[src/rtl/rv64i_pkg.sv]
// Shared encodings for the rv64i memory arbiter slice.
// Owner and FSM state enums plus the machine word width.
package rv64i_pkg;

  localparam int XLEN = 64;

  typedef enum logic [1:0] {
    OWN_NONE = 2'b00,
    OWN_IF   = 2'b01,
    OWN_DM   = 2'b10
  } owner_e;

  typedef enum logic {
    ST_IDLE = 1'b0,
    ST_WAIT = 1'b1
  } state_e;

endpackage

[src/rtl/rv64i_mem_arbiter_if.sv]
// Pipeline/memory-side bundle of the unified memory arbiter.
// slave = arbiter view; master = pipeline stages plus memory model.
interface rv64i_mem_arbiter_if
  import rv64i_pkg::*;
#(
  parameter int ADDR_W = XLEN,
  parameter int DATA_W = XLEN
);
  logic              if_req;
  logic [ADDR_W-1:0] if_addr;
  logic              if_gnt;
  logic              if_rvalid;
  logic [DATA_W-1:0] if_rdata;

  logic              dm_req;
  logic              dm_we;
  logic [ADDR_W-1:0] dm_addr;
  logic [DATA_W-1:0] dm_wdata;
  logic              dm_gnt;
  logic              dm_rvalid;
  logic [DATA_W-1:0] dm_rdata;

  logic              mem_req;
  logic              mem_we;
  logic [ADDR_W-1:0] mem_addr;
  logic [DATA_W-1:0] mem_wdata;
  logic              mem_rvalid;
  logic [DATA_W-1:0] mem_rdata;

  logic              halt_req;
  logic              halt_ack;
  logic              bus_err;

  modport slave (
    input  if_req, if_addr,
    output if_gnt, if_rvalid, if_rdata,
    input  dm_req, dm_we, dm_addr, dm_wdata,
    output dm_gnt, dm_rvalid, dm_rdata,
    output mem_req, mem_we, mem_addr, mem_wdata,
    input  mem_rvalid, mem_rdata,
    input  halt_req,
    output halt_ack, bus_err
  );

  modport master (
    output if_req, if_addr,
    input  if_gnt, if_rvalid, if_rdata,
    output dm_req, dm_we, dm_addr, dm_wdata,
    input  dm_gnt, dm_rvalid, dm_rdata,
    input  mem_req, mem_we, mem_addr, mem_wdata,
    output mem_rvalid, mem_rdata,
    output halt_req,
    input  halt_ack, bus_err
  );
endinterface

[src/rtl/rv64i_arb_prio.sv]
// Data-over-fetch priority pick with a saturating starvation counter for fetch.
// Pick is combinational; only the counter is registered.
module rv64i_arb_prio #(
  parameter int STARVE_MAX = 4
) (
  input  logic clk,
  input  logic reset,
  input  logic idle,
  input  logic arb_en,
  input  logic if_req,
  input  logic dm_req,
  output logic win_if,
  output logic win_dm
);

  localparam logic [3:0] SMAX = 4'(STARVE_MAX);

  logic [3:0] starve_cnt;

  assign win_dm = arb_en & dm_req & (~if_req | (starve_cnt < SMAX));
  assign win_if = arb_en & if_req & ~win_dm;

  // Counts lost arbitrations by a waiting fetch; any idle gap in fetch clears it.
  always_ff @(posedge clk or posedge reset) begin
    if (reset) begin
      starve_cnt <= '0;
    end else if (win_if || (idle && !if_req)) begin
      starve_cnt <= '0;
    end else if (win_dm && if_req && (starve_cnt < SMAX)) begin
      starve_cnt <= starve_cnt + 4'd1;
    end
  end

endmodule

[src/rtl/rv64i_mem_arbiter.sv]
// Shares one unified memory between fetch and load/store, one access in flight,
// with response watchdog, spurious-response detection and a halt handshake.
module rv64i_mem_arbiter
  import rv64i_pkg::*;
#(
  parameter int ADDR_W     = XLEN,
  parameter int DATA_W     = XLEN,
  parameter int STARVE_MAX = 4,
  parameter int TIMEOUT    = 16
) (
  input  logic                clk,
  input  logic                reset,
  rv64i_mem_arbiter_if.slave  bus
);

  localparam logic [7:0] WD_LAST = 8'(TIMEOUT - 1);

  state_e     state, state_nx;
  owner_e     owner, owner_nx;
  logic       op_we, op_we_nx;
  logic [7:0] wd_cnt, wd_cnt_nx;
  logic       halt_ack_q;

  logic              win_if, win_dm;
  logic              if_gnt_c, dm_gnt_c, if_rvalid_c, dm_rvalid_c, bus_err_c;
  logic              mem_req_c, mem_we_c;
  logic [ADDR_W-1:0] mem_addr_c;
  logic [DATA_W-1:0] mem_wdata_c, rdata_c;

  wire idle   = (state == ST_IDLE);
  wire arb_en = idle & ~bus.halt_req;

  rv64i_arb_prio #(.STARVE_MAX(STARVE_MAX)) u_prio (
    .clk    (clk),
    .reset  (reset),
    .idle   (idle),
    .arb_en (arb_en),
    .if_req (bus.if_req),
    .dm_req (bus.dm_req),
    .win_if (win_if),
    .win_dm (win_dm)
  );

  always_ff @(posedge clk or posedge reset) begin
    if (reset) begin
      state      <= ST_IDLE;
      owner      <= OWN_NONE;
      op_we      <= 1'b0;
      wd_cnt     <= '0;
      halt_ack_q <= 1'b0;
    end else begin
      state      <= state_nx;
      owner      <= owner_nx;
      op_we      <= op_we_nx;
      wd_cnt     <= wd_cnt_nx;
      halt_ack_q <= idle & bus.halt_req;
    end
  end

  always_comb begin
    state_nx    = state;
    owner_nx    = owner;
    op_we_nx    = op_we;
    wd_cnt_nx   = wd_cnt;
    if_gnt_c    = 1'b0;
    dm_gnt_c    = 1'b0;
    if_rvalid_c = 1'b0;
    dm_rvalid_c = 1'b0;
    bus_err_c   = 1'b0;
    mem_req_c   = 1'b0;
    mem_we_c    = 1'b0;
    mem_addr_c  = '0;
    mem_wdata_c = '0;
    rdata_c     = '0;
    case (state)
      ST_IDLE: begin
        // Nothing is outstanding, so any completion here is spurious.
        bus_err_c = bus.mem_rvalid;
        if (win_dm) begin
          dm_gnt_c    = 1'b1;
          mem_req_c   = 1'b1;
          mem_we_c    = bus.dm_we;
          mem_addr_c  = bus.dm_addr;
          mem_wdata_c = bus.dm_wdata;
          owner_nx    = OWN_DM;
          op_we_nx    = bus.dm_we;
          state_nx    = ST_WAIT;
          wd_cnt_nx   = '0;
        end else if (win_if) begin
          if_gnt_c    = 1'b1;
          mem_req_c   = 1'b1;
          mem_addr_c  = bus.if_addr;
          owner_nx    = OWN_IF;
          op_we_nx    = 1'b0;
          state_nx    = ST_WAIT;
          wd_cnt_nx   = '0;
        end
      end
      ST_WAIT: begin
        if (bus.mem_rvalid || wd_cnt == WD_LAST) begin
          if_rvalid_c = (owner == OWN_IF);
          dm_rvalid_c = (owner == OWN_DM);
          bus_err_c   = ~bus.mem_rvalid;
          // Store acks and watchdog aborts return zero data.
          rdata_c     = (bus.mem_rvalid && !op_we) ? bus.mem_rdata : '0;
          owner_nx    = OWN_NONE;
          state_nx    = ST_IDLE;
        end else begin
          wd_cnt_nx = wd_cnt + 8'd1;
        end
      end
      default: state_nx = ST_IDLE;
    endcase
  end

  // Combinational outputs are forced low while reset is asserted.
  assign bus.if_gnt    = if_gnt_c & ~reset;
  assign bus.dm_gnt    = dm_gnt_c & ~reset;
  assign bus.if_rvalid = if_rvalid_c & ~reset;
  assign bus.dm_rvalid = dm_rvalid_c & ~reset;
  assign bus.if_rdata  = (if_rvalid_c && !reset) ? rdata_c : '0;
  assign bus.dm_rdata  = (dm_rvalid_c && !reset) ? rdata_c : '0;
  assign bus.mem_req   = mem_req_c & ~reset;
  assign bus.mem_we    = mem_we_c & ~reset;
  assign bus.mem_addr  = reset ? '0 : mem_addr_c;
  assign bus.mem_wdata = reset ? '0 : mem_wdata_c;
  assign bus.bus_err   = bus_err_c & ~reset;
  assign bus.halt_ack  = halt_ack_q;

endmodule
[src/flat_wrapper.sv]
// flat-port wrapper written by rule: the top's interface ports become plain ports
module rv64i_mem_arbiter_flat import rv64i_pkg::*;
#(
  parameter int ADDR_W     = XLEN,
  parameter int DATA_W     = XLEN,
  parameter int STARVE_MAX = 4,
  parameter int TIMEOUT    = 16
)
  (clk, reset, bus_if_req, bus_if_addr, bus_if_gnt, bus_if_rvalid, bus_if_rdata, bus_dm_req, bus_dm_we, bus_dm_addr, bus_dm_wdata, bus_dm_gnt, bus_dm_rvalid, bus_dm_rdata, bus_mem_req, bus_mem_we, bus_mem_addr, bus_mem_wdata, bus_mem_rvalid, bus_mem_rdata, bus_halt_req, bus_halt_ack, bus_bus_err);
  rv64i_mem_arbiter_if #(.ADDR_W(ADDR_W), .DATA_W(DATA_W)) bus_i ();
  input  logic clk;
  input  logic reset;
  input wire logic [$bits(bus_i.if_req)-1:0] bus_if_req;
  input wire logic [$bits(bus_i.if_addr)-1:0] bus_if_addr;
  output wire logic [$bits(bus_i.if_gnt)-1:0] bus_if_gnt;
  output wire logic [$bits(bus_i.if_rvalid)-1:0] bus_if_rvalid;
  output wire logic [$bits(bus_i.if_rdata)-1:0] bus_if_rdata;
  input wire logic [$bits(bus_i.dm_req)-1:0] bus_dm_req;
  input wire logic [$bits(bus_i.dm_we)-1:0] bus_dm_we;
  input wire logic [$bits(bus_i.dm_addr)-1:0] bus_dm_addr;
  input wire logic [$bits(bus_i.dm_wdata)-1:0] bus_dm_wdata;
  output wire logic [$bits(bus_i.dm_gnt)-1:0] bus_dm_gnt;
  output wire logic [$bits(bus_i.dm_rvalid)-1:0] bus_dm_rvalid;
  output wire logic [$bits(bus_i.dm_rdata)-1:0] bus_dm_rdata;
  output wire logic [$bits(bus_i.mem_req)-1:0] bus_mem_req;
  output wire logic [$bits(bus_i.mem_we)-1:0] bus_mem_we;
  output wire logic [$bits(bus_i.mem_addr)-1:0] bus_mem_addr;
  output wire logic [$bits(bus_i.mem_wdata)-1:0] bus_mem_wdata;
  input wire logic [$bits(bus_i.mem_rvalid)-1:0] bus_mem_rvalid;
  input wire logic [$bits(bus_i.mem_rdata)-1:0] bus_mem_rdata;
  input wire logic [$bits(bus_i.halt_req)-1:0] bus_halt_req;
  output wire logic [$bits(bus_i.halt_ack)-1:0] bus_halt_ack;
  output wire logic [$bits(bus_i.bus_err)-1:0] bus_bus_err;
  assign bus_i.if_req = bus_if_req;
  assign bus_i.if_addr = bus_if_addr;
  assign bus_if_gnt = bus_i.if_gnt;
  assign bus_if_rvalid = bus_i.if_rvalid;
  assign bus_if_rdata = bus_i.if_rdata;
  assign bus_i.dm_req = bus_dm_req;
  assign bus_i.dm_we = bus_dm_we;
  assign bus_i.dm_addr = bus_dm_addr;
  assign bus_i.dm_wdata = bus_dm_wdata;
  assign bus_dm_gnt = bus_i.dm_gnt;
  assign bus_dm_rvalid = bus_i.dm_rvalid;
  assign bus_dm_rdata = bus_i.dm_rdata;
  assign bus_mem_req = bus_i.mem_req;
  assign bus_mem_we = bus_i.mem_we;
  assign bus_mem_addr = bus_i.mem_addr;
  assign bus_mem_wdata = bus_i.mem_wdata;
  assign bus_i.mem_rvalid = bus_mem_rvalid;
  assign bus_i.mem_rdata = bus_mem_rdata;
  assign bus_i.halt_req = bus_halt_req;
  assign bus_halt_ack = bus_i.halt_ack;
  assign bus_bus_err = bus_i.bus_err;
  rv64i_mem_arbiter #(.ADDR_W(ADDR_W), .DATA_W(DATA_W), .STARVE_MAX(STARVE_MAX), .TIMEOUT(TIMEOUT)) u_core (.clk(clk), .reset(reset), .bus(bus_i));
endmodule
[config.mk]
export PLATFORM = sky130hd
export DESIGN_NAME = rv64i_mem_arbiter_flat
export DESIGN_NICKNAME = d
export VERILOG_FILES = /design/src/rtl/rv64i_pkg.sv /design/src/rtl/rv64i_mem_arbiter_if.sv /design/src/rtl/rv64i_arb_prio.sv /design/src/rtl/rv64i_mem_arbiter.sv /design/src/flat_wrapper.sv
export SDC_FILE = /design/constraint.sdc
export NUM_CORES = 1
export LEC_CHECK = 0
export BUFFER_PORTS_ARGS = -buffer_cell sky130_fd_sc_hd__buf_2
export CAP_MARGIN = 20
export CORE_AREA = 10 10 194 196
export DETAILED_ROUTE_END_ITERATION = 7
export DIE_AREA = 0 0 204 206
export PLACE_DENSITY = 0.31
export SYNTH_ARGS = -nofsm -noshare
export SYNTH_HDL_FRONTEND = slang
export SYNTH_SLANG_ARGS = --single-unit
[constraint.sdc]
create_clock -name clk -period 4.1 [get_ports clk]
set_clock_uncertainty 0.1 [all_clocks]
set_input_delay 0.205 -clock clk [delete_from_list [all_inputs] [get_ports clk]]
set_output_delay 0.205 -clock clk [all_outputs]
set_load 0.02 [all_outputs]
==> out/results.txt <==
Clock Tree Buf Depth: 2
remaining routing DRC violations: 0
Crit Path Class: register to output port
Fin Setup TNS: 0 ns
class of the worst hold path: input port to register
Vias/cell: 3.78
CTS tree: done
Mapped Area: 0.00308 mm²
PostCTS Resize Cnt: 0
Worst-Margin Slew: 0.898 ns
YS warnings: 0
core region area: 0.0339 mm²
RSZ-0062 raised after global routing: false
Finished Layout Cells: 1,416
footprint of the multi-input gates: 0.00244 mm²
status: finished, final reports clean
critical path's top delay family: buffers and inverters
synthesis-stage register bit count: 17
Worst path max stage delay: 0.57 ns
first-pass GRT wire length: 38,000 µm
CTS root buf: clkbuf_16
CTS H-tree depth: 1
CTS Buf Count: 3
Max-cap violations: 0
Pleak: 3.94 nW
largest cells by area after synthesis: and2_1 26%, a22oi_1 16%, dfrtp_1 14%
most frequent cell after synthesis: and2_1
CP Max Fanout: 41
asr flop ratio synth: 100%
Worst setup SP type: register
final period utilization: 68.9%
EDFF count, synth: 0
Sink Count: 17
WP buf/inv: 2
Worst Path Arrival: 2.52 ns
grt total ovfl: 0
cells after synthesis: 468
most used cell along the critical path: nor2_1
slowest CP cell: dfrtp_1
WP data required: 3.80 ns
post-detail-place hpwl: 24,500 µm
fmax: 0.354 GHz
Synth Net Count: 733
Die X: 204 µm
Net count, final: 1,223
number of setup buffers added after CTS: 0
initial antenna violation count: 8
vias: 5,347
Post-Route WL: 28,000 µm
Top FF cell, synth: dfrtp_1
Period minus WS final: 2.82 ns
top cell type's share of synthesized area: 26.2%
cts hold-fix bufs: 0
Die Y: 206 µm
layout overhead on the synthesized area: 103%
sequential share of the synthesized area: 13.8%
pin count of the biggest net entering global routing: 70
Fillers: 3,958
RePlAce Congestion: 0.885
largest area contributor in the netlist: and2_1
PortBufs: 526
share of cells above drive strength 1: 57.3%
Final Max Tran Viols: 0
placed insts: 1,408
Rows: 68
Slew headroom: 40.1%
register area: 425 µm²
Initial Util: 9.06%
First-pass DRT Iterations: 4
CP Cell Sequence: nor2_1 > o211a_4 > buf_4 > a22oi_1 > nor2_1 > buf_2
synthesized area per cell: 6.57 µm²
Worst-Skew Late Latency: 0.25 ns
Unique masters post-synth: 41
DRT antenna net count: 0
PD cells: 147 mW/mm²
GRT Util Overall: 11.8%
Finish-stage setup viols: 0
Final Hold Fails: 0
wire length per cell: 19.7 µm
VDD IR max: 0.112 mV
clock slew at reported path FFs: 0.05 ns
Die Area: 0.0420 mm²
DR iter-0 viols: 320
vias in the first global route: 5,570
CP endpoint kind: output port
top cells by count, synth: 129 x and2_1, 74 x nor2_1, 67 x and3_1
I/O Pins: 527
## state kept, by name, indices dropped and copies added, names as in the netlist
signal                    flops
u_core.wd_cnt                 8
u_core.u_prio.starve_cnt      4
u_core.owner                  2
u_core.bus.halt_ack           1
u_core.op_we                  1
u_core.state                  1
## per-stage QoR
step	worst slack, ns	cell area (µm²)	util, %	hold slack, ns	total power [mW]
floorplan	2.20	3080	-	0.238	0.471
global placement	1.60	6170	18.2	0.391	0.731
finish	1.28	6250	18.4	0.158	0.918
CTS	1.29	6240	18.4	0.147	0.930
detailed placement	1.56	6170	18.2	0.406	0.728
global route	1.10	6250	18.4	0.166	0.989
## worst register-to-register path, delay by kind of cell (launching register included)
| kind | cells | cell delay [ns] |
|---|---|---|
| AO/OA/AOI/OAI | 2 | 0.58 |
| flip-flops | 1 | 0.57 |
| AND/OR/NAND/NOR | 2 | 0.60 |
## report_power, final
group | total [mW] | switching, mW | internal, mW
Clock | 0.199 | 0.0669 | 0.132
Sequential | 0.227 | 0.0360 | 0.191
Combinational | 0.492 | 0.286 | 0.206
## final timing paths
check,to,from,slack (ns),cells after the start
worst max-delay path,bus_mem_addr[16],u_core.state$_DFF_PP0_,1.28,6
worst min-delay path,u_core.op_we$_DFFE_PP0P_,bus_dm_we,0.16,2
worst max register to register,u_core.wd_cnt[3]$_DFFE_PP0P_,u_core.state$_DFF_PP0_,2.13,4
worst min register to register,u_core.u_prio.starve_cnt[3]$_DFFE_PP0P_,u_core.u_prio.starve_cnt[3]$_DFFE_PP0P_,0.41,1
max in group asynchronous,u_core.bus.halt_ack$_DFF_PP0_,reset,3.13,3
min in group asynchronous,u_core.wd_cnt[5]$_DFFE_PP0P_,reset,0.52,3
## kinds of logic (layout without fill, tap and decap cells)
family	after synthesis	count (layout)	synth area share [%]
buf+inv	53	542	7.16
compound gates	88	88	21.8
simple gates	306	306	55.8
mux	1	1	0.325
xor+xnor	1	1	0.285
other cells	0	4	0
fa+ha+maj	2	2	0.813
flops	17	17	13.8
## area by class of cell
class	instances	area share, %
Timing Repair Buffer	534	43.4
Multi-Input combinational cell	398	39.0
Inverter	4	0.240
Tap cell	455	9.10
Sequential cell	17	6.80
Clock buffer	4	1.26
Antenna cell	4	0.160
## cells in the final DEF (no fill, tap or decap), drive strengths merged, types with 4 or more instances in the layout
cell type  Yosys  layout
and2         129     129
clkbuf        38       4
nor3           6       6
diode          0       4
a21oi          4       4
o21ai          8       8
a22oi         64      64
and3          67      67
buf           11     534
nor2          76      76
nand3          4       4
nand2          7       7
inv            4       4
dfrtp         17      17
## layer usage
layer / share of wire [%] / routed length, µm / up-vias / global-route usage, %
met4: 1.1 / 294 / 0 / 1.93
met1: 38 / 10600 / 2382 / 13.0
met3: 11 / 3020 / 16 / 4.42
met2: 50 / 14000 / 349 / 21.5
met5: 0 / 0 / - / 0
li1: - / - / 2600 / -
Note: power is estimated with default switching activity, not from simulation.
